$ cat src/rtl/fft_seq_ctrl.sv
// Sequencer for an in-place radix-2 DIT FFT with one shared butterfly and a dual-port RAM.
// Drives the bit-reversed load, the per-stage butterfly schedule with drain gaps, and the result unload.
module fft_seq_ctrl #(
  parameter int LOG2N  = 3,
  parameter int BF_LAT = 2
) (
  input  logic             clk,
  input  logic             rst,
  input  logic             start,
  input  logic             stop,
  input  logic             in_valid,
  output logic             in_ready,
  output logic             wr_en,
  output logic [LOG2N-1:0] wr_addr,
  output logic             bf_en,
  output logic [LOG2N-1:0] bf_addr_a,
  output logic [LOG2N-1:0] bf_addr_b,
  output logic [LOG2N-2:0] tw_idx,
  output logic [3:0]       stage,
  input  logic             out_ready,
  output logic             rd_en,
  output logic [LOG2N-1:0] rd_addr,
  output logic             out_last,
  output logic             busy,
  output logic             done
);

  typedef enum logic [2:0] {
    S_IDLE,
    S_LOAD,
    S_COMPUTE,
    S_DRAIN,
    S_UNLOAD,
    S_DONE
  } state_e;

  localparam logic [LOG2N-1:0] ONE       = LOG2N'(1);
  localparam logic [LOG2N-1:0] CNT_LAST  = '1;
  localparam logic [LOG2N-2:0] K_LAST    = '1;
  localparam logic [3:0]       STG_LAST  = 4'(LOG2N - 1);
  localparam logic [3:0]       DRN_LAST  = 4'(BF_LAT - 1);

  state_e             r_state;
  state_e             w_next;
  logic [LOG2N-1:0]   r_cnt;
  logic [LOG2N-2:0]   r_k;
  logic [3:0]         r_stage;
  logic [3:0]         r_drn;

  logic [LOG2N-1:0]   w_rev;
  logic [LOG2N-1:0]   w_k;
  logic [LOG2N-1:0]   w_h;
  logic [LOG2N-1:0]   w_lo;
  logic [LOG2N-1:0]   w_hi;
  logic [LOG2N-1:0]   w_a;
  logic [LOG2N-1:0]   w_tw;

  always_ff @(posedge clk or negedge rst) begin
    if (!rst) r_state <= S_IDLE;
    else      r_state <= w_next;
  end

  always_comb begin
    w_next = r_state;
    if (stop) begin
      w_next = S_IDLE;
    end else begin
      case (r_state)
        S_IDLE:    if (start) w_next = S_LOAD;
        S_LOAD:    if (in_valid && r_cnt == CNT_LAST) w_next = S_COMPUTE;
        S_COMPUTE: if (r_k == K_LAST) w_next = S_DRAIN;
        S_DRAIN:   if (r_drn == DRN_LAST) w_next = (r_stage != STG_LAST) ? S_COMPUTE : S_UNLOAD;
        S_UNLOAD:  if (out_ready && r_cnt == CNT_LAST) w_next = S_DONE;
        S_DONE:    w_next = S_IDLE;
        default:   w_next = S_IDLE;
      endcase
    end
  end

  // Counters wrap naturally at their last value, so each phase leaves them at 0 for the next.
  always_ff @(posedge clk or negedge rst) begin
    if (!rst) begin
      r_cnt   <= '0;
      r_k     <= '0;
      r_stage <= '0;
      r_drn   <= '0;
    end else if (stop) begin
      r_cnt   <= '0;
      r_k     <= '0;
      r_stage <= '0;
      r_drn   <= '0;
    end else begin
      case (r_state)
        S_LOAD: if (in_valid) r_cnt <= r_cnt + ONE;
        S_COMPUTE: begin
          r_k   <= r_k + 1'b1;
          r_drn <= '0;
        end
        S_DRAIN: begin
          if (r_drn == DRN_LAST) begin
            r_drn <= '0;
            if (r_stage != STG_LAST) begin
              r_stage <= r_stage + 4'd1;
            end else begin
              r_stage <= '0;
              r_cnt   <= '0;
            end
          end else begin
            r_drn <= r_drn + 4'd1;
          end
        end
        S_UNLOAD: if (out_ready) r_cnt <= r_cnt + ONE;
        default: begin
          r_cnt   <= '0;
          r_k     <= '0;
          r_stage <= '0;
          r_drn   <= '0;
        end
      endcase
    end
  end

  always_comb begin
    w_rev = '0;
    for (int unsigned i = 0; i < LOG2N; i++) w_rev[i] = r_cnt[LOG2N-1-i];
  end

  always_comb begin
    w_k  = {1'b0, r_k};
    w_h  = ONE << r_stage;
    w_lo = w_k & (w_h - ONE);
    w_hi = (w_k >> r_stage) << (r_stage + 4'd1);
    w_a  = w_hi + w_lo;
    w_tw = w_lo << (STG_LAST - r_stage);
  end

  always_comb begin
    in_ready  = 1'b0;
    wr_en     = 1'b0;
    wr_addr   = '0;
    bf_en     = 1'b0;
    bf_addr_a = '0;
    bf_addr_b = '0;
    tw_idx    = '0;
    rd_en     = 1'b0;
    rd_addr   = '0;
    out_last  = 1'b0;
    stage     = r_stage;
    busy      = (r_state != S_IDLE);
    done      = (r_state == S_DONE);
    case (r_state)
      S_LOAD: begin
        in_ready = 1'b1;
        wr_en    = in_valid;
        wr_addr  = w_rev;
      end
      S_COMPUTE: begin
        bf_en     = 1'b1;
        bf_addr_a = w_a;
        bf_addr_b = w_a + w_h;
        tw_idx    = w_tw[LOG2N-2:0];
      end
      S_UNLOAD: begin
        rd_en    = out_ready;
        rd_addr  = r_cnt;
        out_last = out_ready && (r_cnt == CNT_LAST);
      end
      default: ;
    endcase
  end

endmodule

$ cat config.mk
export PLATFORM = sky130hd
export DESIGN_NAME = fft_seq_ctrl
export DESIGN_NICKNAME = d
export VERILOG_FILES = /design/src/rtl/fft_seq_ctrl.sv
export SDC_FILE = /design/constraint.sdc
export NUM_CORES = 1
export LEC_CHECK = 0
export CAP_MARGIN = 15
export CORE_MARGIN = 2
export CORE_UTILIZATION = 40
export DETAILED_ROUTE_END_ITERATION = 7
export PLACE_DENSITY_LB_ADDON = 0.25
export SYNTH_ARGS = -nofsm -noshare
export SYNTH_HDL_FRONTEND = slang
export SYNTH_SLANG_ARGS = --single-unit
$ cat constraint.sdc
create_clock -name clk -period 4 [get_ports clk]
set_input_delay 0.4 -clock clk [delete_from_list [all_inputs] [get_ports clk]]
set_output_delay 0.4 -clock clk [all_outputs]
set_load 0.02 [all_outputs]
Word-level counts from Yosys, hierarchy flattened
Cells that the tools add are included.
Storage, ports and cells
  register bits after elaboration: 16
  output and inout port bits: 25
  word-level logic and storage cells: 82
Operators by class
  add/sub/neg operators: 8
  equal/unequal tests: 21
  shift-type cells: 4
  multiplexer cells: 33
  bitwise logic cells: 1
  reductions and logical operators: 10
Operators by type and width (number)
  3-bit 2-to-1 mux: 16
  3-bit inequality test (second input constant): 8
  4-bit 2-to-1 mux: 5
  4-bit case mux with 2 select lines: 2
  3-bit case mux with 5 select lines: 1
  3-bit case mux with 4 select lines: 1
  5-bit AND reduction: 2
  3-bit equality test (second input constant): 3
  4-bit by 1-bit adder with 4-bit output (second input constant): 2
  3-bit adder: 2
  3-bit by 2-bit equality test with 1-bit output (second input constant): 2
  2-bit by 1-bit inequality test with 1-bit output (second input constant): 3
  3-bit OR reduction: 2
  1-bit 2-to-1 mux: 5
  4-bit by 1-bit equality test with 1-bit output (second input constant): 1
  2-bit 2-to-1 mux: 2
  4-bit by 2-bit inequality test with 1-bit output (second input constant): 1
  2-bit case mux with 2 select lines: 1
  1-bit by 4-bit left shift with 3-bit output (first input constant): 1
  3-bit by 4-bit left shift with 2-bit output: 1
  3-bit by 4-bit left shift with 3-bit output: 1
  2-bit by 4-bit right shift with 3-bit output: 1
  2-bit by 4-bit subtractor with 4-bit output (first input constant): 1
  3-bit by 1-bit adder with 3-bit output (second input constant): 1
  other kinds (11): 12

Depth between registers and ports, before layout
Gate-level depths: netlist of the first run.
  depth after elaboration: 6
  depth in mapped cells: 11
  mapped depth without buffers: 10

Least setup slack after synthesis of the first run
OpenSTA, ideal clock, no wires.
  path kind: reg2out
  start point: register r_stage[0] (netlist: stage[0])
  end point: output bf_addr_b[2]
  data arrival time: 3.161 ns
  setup slack: 0.439 ns
  stages on the path, launching flop included: 11
  path buffers: 1
  cell sequence: dfrtp_1 -> buf_2 -> inv_1 -> ha_1 -> nand2_1 -> nor3_1 -> fa_1 -> fa_1 -> xor2_1 -> or3_1 -> mux2i_1
Between the ends
  cells in the longest elaborated chain, start to end: 6
RTL lines
  start, declared: RTL line 47  | logic [3:0] r_stage;
  start signal, assigned: RTL line 103  | r_stage <= r_stage + 4'd1;
  branches (longest 4 deep; another with 4-bit by 1-bit adder with 4-bit output)
  3-bit adder *: RTL line 160  | bf_addr_b = w_a + w_h;
  3-bit 2-to-1 mux *: RTL line 151  | case (r_state)
  end, declared: RTL line 17  | output logic [LOG2N-1:0] bf_addr_b,
Every way passes the cells marked *.

Worst setup path after layout of the first run
  start point: register r_stage[1] (netlist: stage[1])
  end point: output bf_addr_b[1]
The elaborated chain is that of the path after synthesis.

==> out/metrics.yaml, run 1 <==
synth_nets: 184
postSynthCellCount: 167
diodes: 0
synth_area_leaders: "dfrtp_1 (28%), ha_1 (7.7%), nand2_1 (4.1%), and3_1 (3.9%), nor2_1 (3.4%)"
yosysTopAreaCell: "dfrtp_1"
cap_violations: 0
first_global_vias: 1296
drv_slew: 0
end_kind: "output pin"
htreeDepth: 1
clk_pin_slew_ns: 0.10
regArea_um2: 400
worst_pin_slew_ns: 0.751
critPathArrivalTime_ns: 3.37
core-area_um2: 3420
ys.flop_type: "dfrtp_1"
setup_viol: 0
ys_top_cells_by_count: "dfrtp_1 (16), nand2_1 (16), nor2_1 (13), and3_1 (9), ha_1 (9)"
chipWidth_um: 64.3
cts-root-buf: "clkbuf_4"
antenna_found_initial: 0
cpPeakStageDelay_ns: 0.60
finalNetCount: 214
clock_path_buffers: 2
fill_cells: 311
synthDistinctLibCells: 54
wl_um: 3460
drtAntennaViolNets: 0
grt_max_degree: 23
rsz0062_at_grt: "no"
cp.buffers_inverters: 1
worst_slack_ns: 0.227
gp_congestion: 0.895
dieArea_um2: 4140
drc: 0
crit_chain: "ha_1 -> nor4_2 -> nand2_1 -> nor2_1 -> ha_1 -> fa_1 -> fa_1 -> and3_1 -> clkdlybuf4s50_1"
drt_first_pass_iters: 4
async_reset_ff_share_pct: 100
die_h_um: 64.3
ys_ff_latch: 16
cts_tree: "done"
ys_warn_count: 0
drt-initial-drc-count: 77
slew_headroom_pct: 49.8
routedWlPerCell_um: 14.3
clk_latency_ns: 0.28
total_power_uw: 753
tns_ns: 0
cp_slowest_cell: "clkdlybuf4s50_1"
netlist_area_um2: 1460
hold_violations: 0
hold_class: "input port to async pin"
multi_input_area_um2: 1000
vias_per_cell: 5.74
start_util_pct: 42.6
synth_edf_count: 0
post_cts_buffers: 0
io_buffers: 30
area_growth_pct: 26.9
clock-sinks: 16
crit_path_start_kind: "flop"
avgSynthCellArea_um2: 8.71
ys_seq_area_share_pct: 27.5
skew_ns: 0.000790
num_rows: 21
status: "finished, final reports clean"
preCtsSetupSlack_ns: 0.117
power_leakage_uw: 0.000840
worst_ep_required_time_ns: 3.60
drive_gt1_share_pct: 12.2
vdd_drop_max_v: 0.000286
ioPinCount: 31
power_density_nw_per_um2: 408
synthDominantCellAreaShare_pct: 27.5
worstPathMaxFanout: 5
finalCritPeriodShare_pct: 94.3
overflow: 0
vias: 1390
cpLargestDelayFamily: "adder cells"
hpwlAfterDp_um: 2650
timing_worst_setup_path_type: "flop to output pin"
fmax_mhz: 265
min_period_ns: 3.77
cts_buffers: 3
grt_pass1_wl_um: 6160
grtUsageTotal_pct: 18.3
[sequential cells by signal, summed over array words and instances (netlist names)]
signal / count
stage: 4
r_state: 3
r_drn: 4
r_cnt: 3
r_k: 2
[through the flow]
step	std cells	hold WS [ns]	instance area, um2	util, %
after floorplan	167	0.104	1460	-
after global placement	238	0.516	1800	52.6
after detailed placement	238	0.532	1800	52.6
after CTS	242	0.555	1850	54.0
after global routing	242	0.605	1850	54.1
final	242	0.549	1850	54.1
[layer usage]
layer  wire, um  GRT usage (%)  vias up
met3        111           1.58        2
met5          0              0        -
met1       1600           25.8      685
met2       1720           30.1       28
met4         21           5.05        0
li1           -              -      675
[layout make-up]
| type | instances | area share (%) |
|---|---|---|
| Clock buffer | 4 | 1.96 |
| Inverter | 6 | 1.22 |
| Multi-Input combinational cell | 136 | 54.4 |
| Sequential cell | 16 | 21.7 |
| Timing Repair Buffer | 34 | 17.6 |
| Tap cell | 46 | 3.12 |
[logic make-up (layout without fill, tap and decap cells)]
group	after synthesis	after routing	synth area share (%)
xor+xnor	3	3	1.81
flops	16	16	27.5
buf+inv	15	44	4.64
fa+ha+maj	11	11	10.5
mux	4	4	3.18
compound gates	35	35	19.2
simple gates	83	83	33.2
[cells in the final DEF (no fill, tap or decap), types with 3 or more instances in the layout]
| master | instances |
|---|---|
| and2_1 | 7 |
| o21ai_0 | 6 |
| clkdlybuf4s50_1 | 29 |
| inv_1 | 5 |
| dfrtp_1 | 16 |
| o21ai_1 | 3 |
| clkbuf_4 | 3 |
| or3b_1 | 3 |
| ha_1 | 9 |
| buf_4 | 4 |
| a22o_1 | 3 |
| nor2b_1 | 5 |
| and3_1 | 9 |
| xor2_1 | 3 |
| nor3_1 | 6 |
| a21oi_1 | 3 |
| nand3_1 | 5 |
| nor2_1 | 13 |
| nand2_1 | 16 |
[where the power goes]
part           total, uW  leakage [uW]  internal (uW)  switching (uW)
Sequential           246      0.000219            182            64.0
Combinational        400      0.000600            175             225
Clock                107     0.0000210           55.4            51.8
Total                753      0.000840            412             341
[worst paths after layout]
kind,startpoint,end,slack [ns],cells past startpoint
worst min-delay path,rst,r_cnt[2],0.55,1
worst min register to register,r_cnt[2],r_cnt[2],0.55,1
max in group asynchronous,rst,stage[0],2.98,1
worst max register to register,r_state[0],r_cnt[0],2.10,5
min in group clk,r_cnt[2],r_cnt[2],0.55,1
worst max-delay path,stage[1],bf_addr_b[1],0.23,9
[what timing repair did]
item,CTS,global route
gates resized for setup,3,3
setup endpoints to repair,1,1
hold buffers,0,0
Note: power is estimated with default switching activity, not from simulation.
==> run 2: changes to the inputs <==
--- a/config.mk
+++ b/config.mk
@@ -9,7 +9,7 @@
 export CORE_MARGIN = 2
 export CORE_UTILIZATION = 40
 export DETAILED_ROUTE_END_ITERATION = 7
-export PLACE_DENSITY_LB_ADDON = 0.25
+export PLACE_DENSITY_LB_ADDON = 0.2
 export SYNTH_ARGS = -nofsm -noshare
 export SYNTH_HDL_FRONTEND = slang
 export SYNTH_SLANG_ARGS = --single-unit
==> out/metrics.yaml, run 2 (synthesized netlist as in run 1, its figures left out) <==
vias: 1415  # +1.8%
grtUsageTotal_pct: 19.5  # +1.1 points
worst_pin_slew_ns: 0.765  # +0.0132 ns
grt_max_degree: 23  # unchanged
worst_ep_required_time_ns: 3.60  # about the same
dieArea_um2: 4140  # unchanged
power_density_nw_per_um2: 402  # -1.4%
power_leakage_uw: 0.000834  # -0.71%
final_area_um2: 1840  # -0.61%
start_util_pct: 42.6  # unchanged
tns_ns: 0  # unchanged
startpoint: "stage[1]"
cts_hold_buf: 0  # unchanged
drtAntennaViolNets: 0  # unchanged
clock_path_buffers: 2  # unchanged
preCtsSetupSlack_ns: 0.104  # -0.0135 ns
io_buffers: 30  # unchanged
mostFrequentLayoutCells: "clkdlybuf4s50_1 (29), nand2_1 (16), dfrtp_1 (16)"
crit_path_start_kind: "flop"
hpwlAfterDp_um: 2790  # +5.4%
cts_buffers: 3  # unchanged
hold_violations: 0  # unchanged
total_power_uw: 738  # -2.0%
first_global_vias: 1406  # +8.5%
dpl-instance-area_um2: 1810  # +0.42%
min_period_ns: 3.72  # -0.0560 ns
drive_gt1_share_pct: 11.7  # -0.51 points
num_rows: 21  # unchanged
routedWlPerCell_um: 15.0  # +4.9%
cts_tree: "done"
htreeDepth: 1  # unchanged
finalCritPeriodShare_pct: 92.9  # -1.4 points
cap_violations: 0  # unchanged
finalNetCount: 215  # +0.47%
status: "finished, final reports clean"
drc: 0  # unchanged
rr_worst_depth: 4  # -1
worst_slack_ns: 0.283  # +0.0560 ns
vdd_drop_max_v: 0.000266  # -7.2%
post_cts_buffers: 0  # unchanged
die_h_um: 64.3  # unchanged
clock-sinks: 16  # unchanged
grt_pass1_wl_um: 6420  # +4.2%
slew_headroom_pct: 48.9  # -0.88 points
antenna_found_initial: 0  # unchanged
gp_congestion: 0.821  # -8.3%
clk_latency_ns: 0.29  # about the same
end_kind: "output pin"
final_util_pct: 53.7  # -0.33 points
fmax_mhz: 269  # +1.5%
r2r-end: "r_state[0]"
diodes: 0  # unchanged
timing_worst_setup_path_type: "flop to output pin"
layout.cells.most_common: "clkdlybuf4s50_1"
setup_viol: 0  # unchanged
r2r_setup_slack_ns: 2.08  # -0.02 ns
wl_um: 3630  # +4.9%
rsz0062_at_grt: "no"
vias_per_cell: 5.85  # +1.8%
chipWidth_um: 64.3  # unchanged
crit_end: "bf_addr_b[2]"
ioPinCount: 31  # unchanged
skew_ns: 0.00780  # +0.00701 ns
overflow: 0  # unchanged
drt_first_pass_iters: 4  # unchanged
critPathArrivalTime_ns: 3.32  # -0.05 ns
drt-initial-drc-count: 54  # -30%
area_growth_pct: 26.1
hold_class: "input port to async pin"
drv_slew: 0  # unchanged
cts-root-buf: "clkbuf_4"
clk_pin_slew_ns: 0.10  # about the same
core-area_um2: 3420  # unchanged
rr_startpoint: "r_state[0]"
worstPathMaxFanout: 6  # +1
run 2: area by class of cell:
cell class / count / area (um2)
Multi-Input combinational cell: 136 / 1000
Timing Repair Buffer: 35 / 333
Tap cell: 46 / 57.6
Sequential cell: 16 / 400
Fill cell: 315 / 1580
Inverter: 6 / 22.5
Clock buffer: 3 / 22.5
run 2: report_power, final:
part / switching (uW) / leakage [uW] / total (uW) / internal (uW)
Sequential: 65.1 / 0.000219 / 247 / 182
Clock: 53.0 / 0.0000138 / 88.1 / 35.0
Combinational: 228 / 0.000601 / 403 / 175
run 2: how the worst min path moves through the flow:
| stage | startpoint | endpoint | slack [ns] | depth (start not counted) |
|---|---|---|---|---|
| 3_3_place_gp | r_drn[1] | r_drn[1] | 0.52 | 2 |
| 5_1_grt | rst | r_cnt[1] | 0.60 | 1 |
| 2_1_floorplan | rst | r_cnt[0] | 0.10 | 0 |
| 6_report | rst | r_cnt[0] | 0.55 | 1 |
| 4_1_cts | rst | r_cnt[0] | 0.57 | 1 |
| 3_5_place_dp | r_cnt[2] | r_cnt[2] | 0.55 | 1 |
run 2: per-layer routing:
metal	vias up	global-route usage [%]	routed length (um)	part of all wire (%)
met4	0	6.91	55	1.5
met2	33	32.9	1800	50
met1	700	24.9	1640	45
li1	675	-	-	-
met3	7	3.35	139	3.8
met5	-	0	0	0
run 2: through the flow:
stage	hold slack (ns)	instances
after floorplan	0.104	167
after global placement	0.517	239
after detailed placement	0.546	239
after CTS	0.565	242
after global routing	0.599	242
final	0.546	242
run 2: worst max-delay path: stages (launching register included):
cell	delay (ns)
dfrtp_1	0.46
ha_1	0.24
nor4_2	0.18
nand2_1	0.11
nor2_1	0.13
ha_1	0.18
fa_1	0.45
fa_1	0.42
xor2_1	0.18
or3_1	0.34
mux2i_1	0.15
clkbuf_2	0.19
run 2: repair_timing:
item	4_1_cts	5_1_grt
pin swaps	0	0
endpoints found under the setup margin	1	1
gates resized for setup	2	3
==> run 3: changes to the inputs <==
--- a/config.mk
+++ b/config.mk
@@ -5,9 +5,10 @@
 export SDC_FILE = /design/constraint.sdc
 export NUM_CORES = 1
 export LEC_CHECK = 0
-export CAP_MARGIN = 15
+export CAP_MARGIN = 20
 export CORE_MARGIN = 2
 export CORE_UTILIZATION = 40
+export CTS_CLUSTER_SIZE = 14
 export DETAILED_ROUTE_END_ITERATION = 7
 export PLACE_DENSITY_LB_ADDON = 0.2
 export SYNTH_ARGS = -nofsm -noshare
==> results of run 3 <==
No change in the layout: final DEF, timing and power equal those of run 2.
==> edit 1, RTL diff (settings of run 1) <==
`LOG2N`: 3 -> 2.
--- a/src/rtl/fft_seq_ctrl.sv
+++ b/src/rtl/fft_seq_ctrl.sv
@@ -1,7 +1,7 @@
 // Sequencer for an in-place radix-2 DIT FFT with one shared butterfly and a dual-port RAM.
 // Drives the bit-reversed load, the per-stage butterfly schedule with drain gaps, and the result unload.
 module fft_seq_ctrl #(
-  parameter int LOG2N  = 3,
+  parameter int LOG2N  = 2,
   parameter int BF_LAT = 2
 ) (
   input  logic             clk,
Interface: changed (5 resized); port bits go from 31 to 26. No check against the original RTL was run, so the function may have changed too.
==> edit 1 against run 1 <==
Final cell count fell by 25%. Setup slack improved by 0.52 ns. Combinational power fell by 21%. Sequential power fell by 13%. Design area fell by 23%. Total power fell by 15%. Synthesized area fell by 23%. Sequential cell count fell by 2. Wire length fell by 29%. First-iteration DRC count fell by 68%. Hold slack got worse by 0.050 ns. Critical endpoint unchanged.
==> edit 1: results (changes against run 1) <==
outcome=complete, no violations; first-pass GRT wire length=4.436 mm (-28%); seq pwr=214 uW (-13%); Max Root-Sink Buffers=2 (unchanged); vias in the first global route=973 (-25%); initial antenna violation count=0 (unchanged); ANT cells=0 (unchanged); worst-path fanout max=9 (+4); delay-heaviest family, CP=simple AND/OR/NAND/NOR gates; routed wire length per instance=13.49 um (-5.6%); Setup Skew=0.005508 ns (+0.004718 ns); FF+latch count, synth=14 (-2); Warnings, synthesis=0 (unchanged); WL met3=48 um (-57%); WL final=2.441 mm (-29%); NumNets Final=164 (-23%); Inst Count DP=177 (-26%); post-synthesis cell type count=42 (-22%); number of DRC markers in iteration 0=25 (-68%); Comb group=318 uW (-21%); dpl hpwl=1.827 mm (-31%); largest net degree at the start of global routing=17 (-26%); layout cell share with drive strength beyond 1=8.667% (-3.6 points); port bufs=25 (-17%); CP peak stage delay=0.63 ns (+0.03 ns); met2 routed WL=1.240 mm (-28%); DR pass1 iterations=4 (unchanged); Commonest cells post-synth=dfrtp_1 (14), nand2_1 (10), nand2b_1 (9); worst slew pin tran=0.6430 ns (-0.1084 ns); Via density=5.442 (-5.3%); met1 Use GR=22.29% (-3.5 points); GPL Wtd Cong=0.7247 (-19%); Post-Route M1 WL=1.122 mm (-30%); Max VDD drop=249.6 uV (-13%); Global Route Usage Sum=17.03% (-1.3 points); P_leak=0.0005678 uW (-32%); Global Route met2 Usage=28.57% (-1.5 points); switch share=42.13% (-3.1 points); net count after synthesis=139 (-24%); EDFF count, synth=0 (unchanged); sequential share of the synthesized area=31.11% (+3.6 points); met3 Usage GRT=2.721% (+1.1 points); Post-Synthesis Cells=126 (-25%); CTS buffer count=3 (unchanged); CP arrival=2.86 ns (-0.51 ns); Area contributors post-synth=dfrtp_1 (31%), ha_1 (7.8%), nand2b_1 (5.0%); share of flip-flops with an asynchronous set or reset=100.0% (unchanged); cts repair resizes=0 (-3)
-- edit 1: cell types whose count changed after synthesis, sizes merged, moves of 3 or more --
| cell | change |
|---|---|
| xnor2 | +3 |
| nand2b | +6 |
| nor3 | -3 |
| nor2b | -5 |
| nor2 | -6 |
| and3 | -5 |
| nand2 | -6 |
| nand3 | -3 |
| or3b | -4 |
-- edit 1: area by class of cell --
type                       instances  area [um^2]
inverter                           5        18.77
timing repair buffer              25        250.2
fill                             271         1284
multi-input combinational        102        732.0
clock buffer                       4        36.28
tap                               31        38.79
sequential                        14        350.3
-- edit 1: path summary, 6_finish.rpt --
kind / cells after the start / endpoint / slack [ns] / from
worst max-delay path: 8 / bf_addr_b[1] / 0.74 / stage[1]
worst min-delay path: 1 / stage[2] / 0.50 / rst
worst max register to register: 5 / stage[3] / 2.09 / r_state[1]
worst min register to register: 1 / r_drn[3] / 0.50 / r_drn[3]
max in group asynchronous: 1 / r_cnt[1] / 3.08 / rst
min in group clk: 1 / r_drn[3] / 0.50 / r_drn[3]
-- edit 1: cells by family after synthesis --
family | share of synthesized area, %
flops | 31.11
xor+xnor | 3.779
other cells | 0.3330
buf+inv | 3.889
fa+ha+maj | 7.777
compound gates | 21.89
simple gates | 31.22
-- edit 1: metrics by stage --
step / hold slack, ns / power (uW) / utilization [%] / area [um^2] / worst slack [ns]
2_1_floorplan: 0.1044 / 431.7 / - / 1126 / 1.356
3_3_place_gp: 0.4787 / 530.6 / 51.29 / 1390 / 1.115
3_5_place_dp: 0.4935 / 536.8 / 51.29 / 1390 / 1.060
4_1_cts: 0.5070 / 645.1 / 52.63 / 1426 / 0.7310
5_1_grt: 0.5486 / 693.0 / 52.63 / 1426 / 0.4838
6_report: 0.4984 / 638.2 / 52.63 / 1426 / 0.7434
==> edit 2, RTL diff (flow settings as in run 1) <==
Made on the original files. Re-encode `state_e` (6 states) as one-hot, 6 bits wide.
--- a/src/rtl/fft_seq_ctrl.sv
+++ b/src/rtl/fft_seq_ctrl.sv
@@ -25,13 +25,13 @@
   output logic             done
 );
 
-  typedef enum logic [2:0] {
-    S_IDLE,
-    S_LOAD,
-    S_COMPUTE,
-    S_DRAIN,
-    S_UNLOAD,
-    S_DONE
+  typedef enum logic [5:0] {
+    S_IDLE    = 6'b000001,
+    S_LOAD    = 6'b000010,
+    S_COMPUTE = 6'b000100,
+    S_DRAIN   = 6'b001000,
+    S_UNLOAD  = 6'b010000,
+    S_DONE    = 6'b100000
   } state_e;
 
   localparam logic [LOG2N-1:0] ONE       = LOG2N'(1);
Formal check against the unedited RTL: same outputs for any inputs over 10 cycles, from zero or initial values and one cycle with rst low; not proved beyond that.
==> edit 2 against run 1 <==
Wire length grew 1.5%. Sequential cell count increased by 3. Setup slack worse by 0.032 ns. Synthesized area increased by 3.3%. Maximum frequency shrank 0.83%. Highest routed layer unchanged. Design area increased by 5.0%.
Power is not compared: it rests on default switching activity, and its combinational part moved more than twofold at a synthesized area within 25%.
==> edit 2: results (changes against run 1) <==
worst hold start=r_drn[3]; Commonest cells post-synth=nand2_1 (22), nor2_1 (20), dfrtp_1 (18); Setup Skew=0.009026 ns (+0.008236 ns); number of fill cells=354 (+14%); vias in the first global route=1344 (+3.7%); post-place instance area=1879 um^2 (+4.5%); first-pass GRT wire length=6.168 mm (+0.11%); Via density=5.381 (-6.3%); outcome=complete, no violations; Max Root-Sink Buffers=2 (unchanged); Overflow after GRT=0 (unchanged); max reg flops=6; Worst-path clk slew=0.07 ns (-0.03 ns); Reg-to-Reg Start=r_drn[1]; CP arrival=3.40 ns (+0.03 ns); NumNets Final=233 (+8.9%); P_leak=about 0.0008 uW; clock insertion delay at the later pin of the skew report=0.26 ns (-0.02 ns); Top FF cell, synth=dfrtp_1; layout cell share with drive strength beyond 1=9.217% (-3.0 points); worst reg2reg path depth=5 (unchanged); WL final=3.510 mm (+1.5%); CTS root buffer=clkbuf_8; Max VDD drop=between 200 and 300 uV; Hold EP=r_drn[3]; largest net degree at the start of global routing=22 (-4.3%); HP Class=reg2reg; number of DRC markers in iteration 0=103 (+34%); Global Route Usage Sum=17.98% (-0.36 points); post-synthesis cell type count=41 (-24%); GPL Wtd Cong=0.8680 (-3.0%); sequential share of the synthesized area=31.72% (+4.2 points); reg2reg setup slack=1.86 ns (-0.24 ns); net count after synthesis=199 (+8.2%); Warnings, synthesis=0 (unchanged); slew margin rel.=39.91% (-9.8 points); dpl hpwl=2.637 mm (-0.31%); Area contributors post-synth=dfrtp_1 (30%), ha_1 (5.8%), nand2_1 (5.5%); share of flip-flops with an asynchronous set or reset=100.0% (unchanged); port bufs=30 (unchanged); worst-path fanout max=8 (+3); r2r endpoint=stage[2]
## edit 2: cell types whose count changed after synthesis, moves of 6 or more
| cell | run 1 | this run |
|---|---|---|
| nor2_1 | 13 | 20 |
| nand2_1 | 16 | 22 |
| a21oi_1 | 3 | 13 |
| and3_1 | 9 | 2 |
## edit 2: cells by family after synthesis
group / share of synthesized area [%]
AOI/OAI and AO/OA: 13.65
xor gates and xnor gates: 4.080
adders and majority gates: 8.493
buffers and inverters: 4.413
DFF: 31.72
muxes: 0.6661
and+or+nand+nor: 36.97
## edit 2: stage by stage
step / setup slack, ns / std cells / total power (uW) / hold WS (ns)
2_1_floorplan: 0.4223 / 184 / 334.6 / 0.1044
3_3_place_gp: 0.2538 / 261 / 387.9 / 0.5428
3_5_place_dp: 0.1612 / 261 / 387.2 / 0.5437
4_1_cts: 0.1738 / 265 / 525.1 / 0.5600
5_1_grt: 0.01638 / 265 / 554.6 / 0.5903
6_report: 0.1958 / 265 / 522.2 / 0.5623
## edit 2: cell type report
cell class | count | area share, %
inverter | 10 | 1.935
clock buffer | 4 | 2.323
multi-input combinational | 148 | 50.26
timing repair buffer | 36 | 17.74
sequential | 19 | 24.65
tap | 48 | 3.097
## edit 2: critical path, stage by stage (launching register included)
cell	delay (ns)
dfrtp_2	0.45
ha_1	0.27
nor4_4	0.17
nand2_1	0.10
or3_1	0.38
fa_1	0.53
inv_1	0.06
fa_1	0.49
and2_1	0.11
clkdlybuf4s50_1	0.59
## edit 2: how the worst max path moves through the flow
| stage | startpoint | endpoint | slack (ns) |
|---|---|---|---|
| 6_report | stage[0] | bf_addr_b[1] | 0.20 |
| 5_1_grt | stage[0] | bf_addr_b[1] | 0.02 |
| 4_1_cts | stage[0] | bf_addr_b[1] | 0.17 |
| 3_5_place_dp | stage[0] | bf_addr_b[2] | 0.16 |
| 3_3_place_gp | stage[0] | bf_addr_b[2] | 0.25 |
| 2_1_floorplan | stage[0] | bf_addr_b[2] | 0.42 |
## edit 2: power by group through the flow
stage	Clock, uW	Combinational, uW	Sequential [uW]
global placement	0	157	230
detailed placement	0	157	230
global route	148	176	230
CTS	140	159	227
floorplan	0	112	222
finish	136	159	227
## edit 2: metal layers
| layer | global-route usage, % | part of all wire [%] | up-vias |
|---|---|---|---|
| met1 | 25.43 | 48 | 666 |
| met4 | 2.344 | 0.11 | 0 |
| met2 | 29.21 | 47 | 40 |
| li1 | - | - | 718 |
| met5 | 0 | 0 | - |
| met3 | 3.596 | 5.6 | 2 |
## edit 2: repair_timing
item / CTS / global route
gates cloned: 0 / 0
endpoints found under the setup margin: 1 / 1
gates resized for setup: 3 / 1
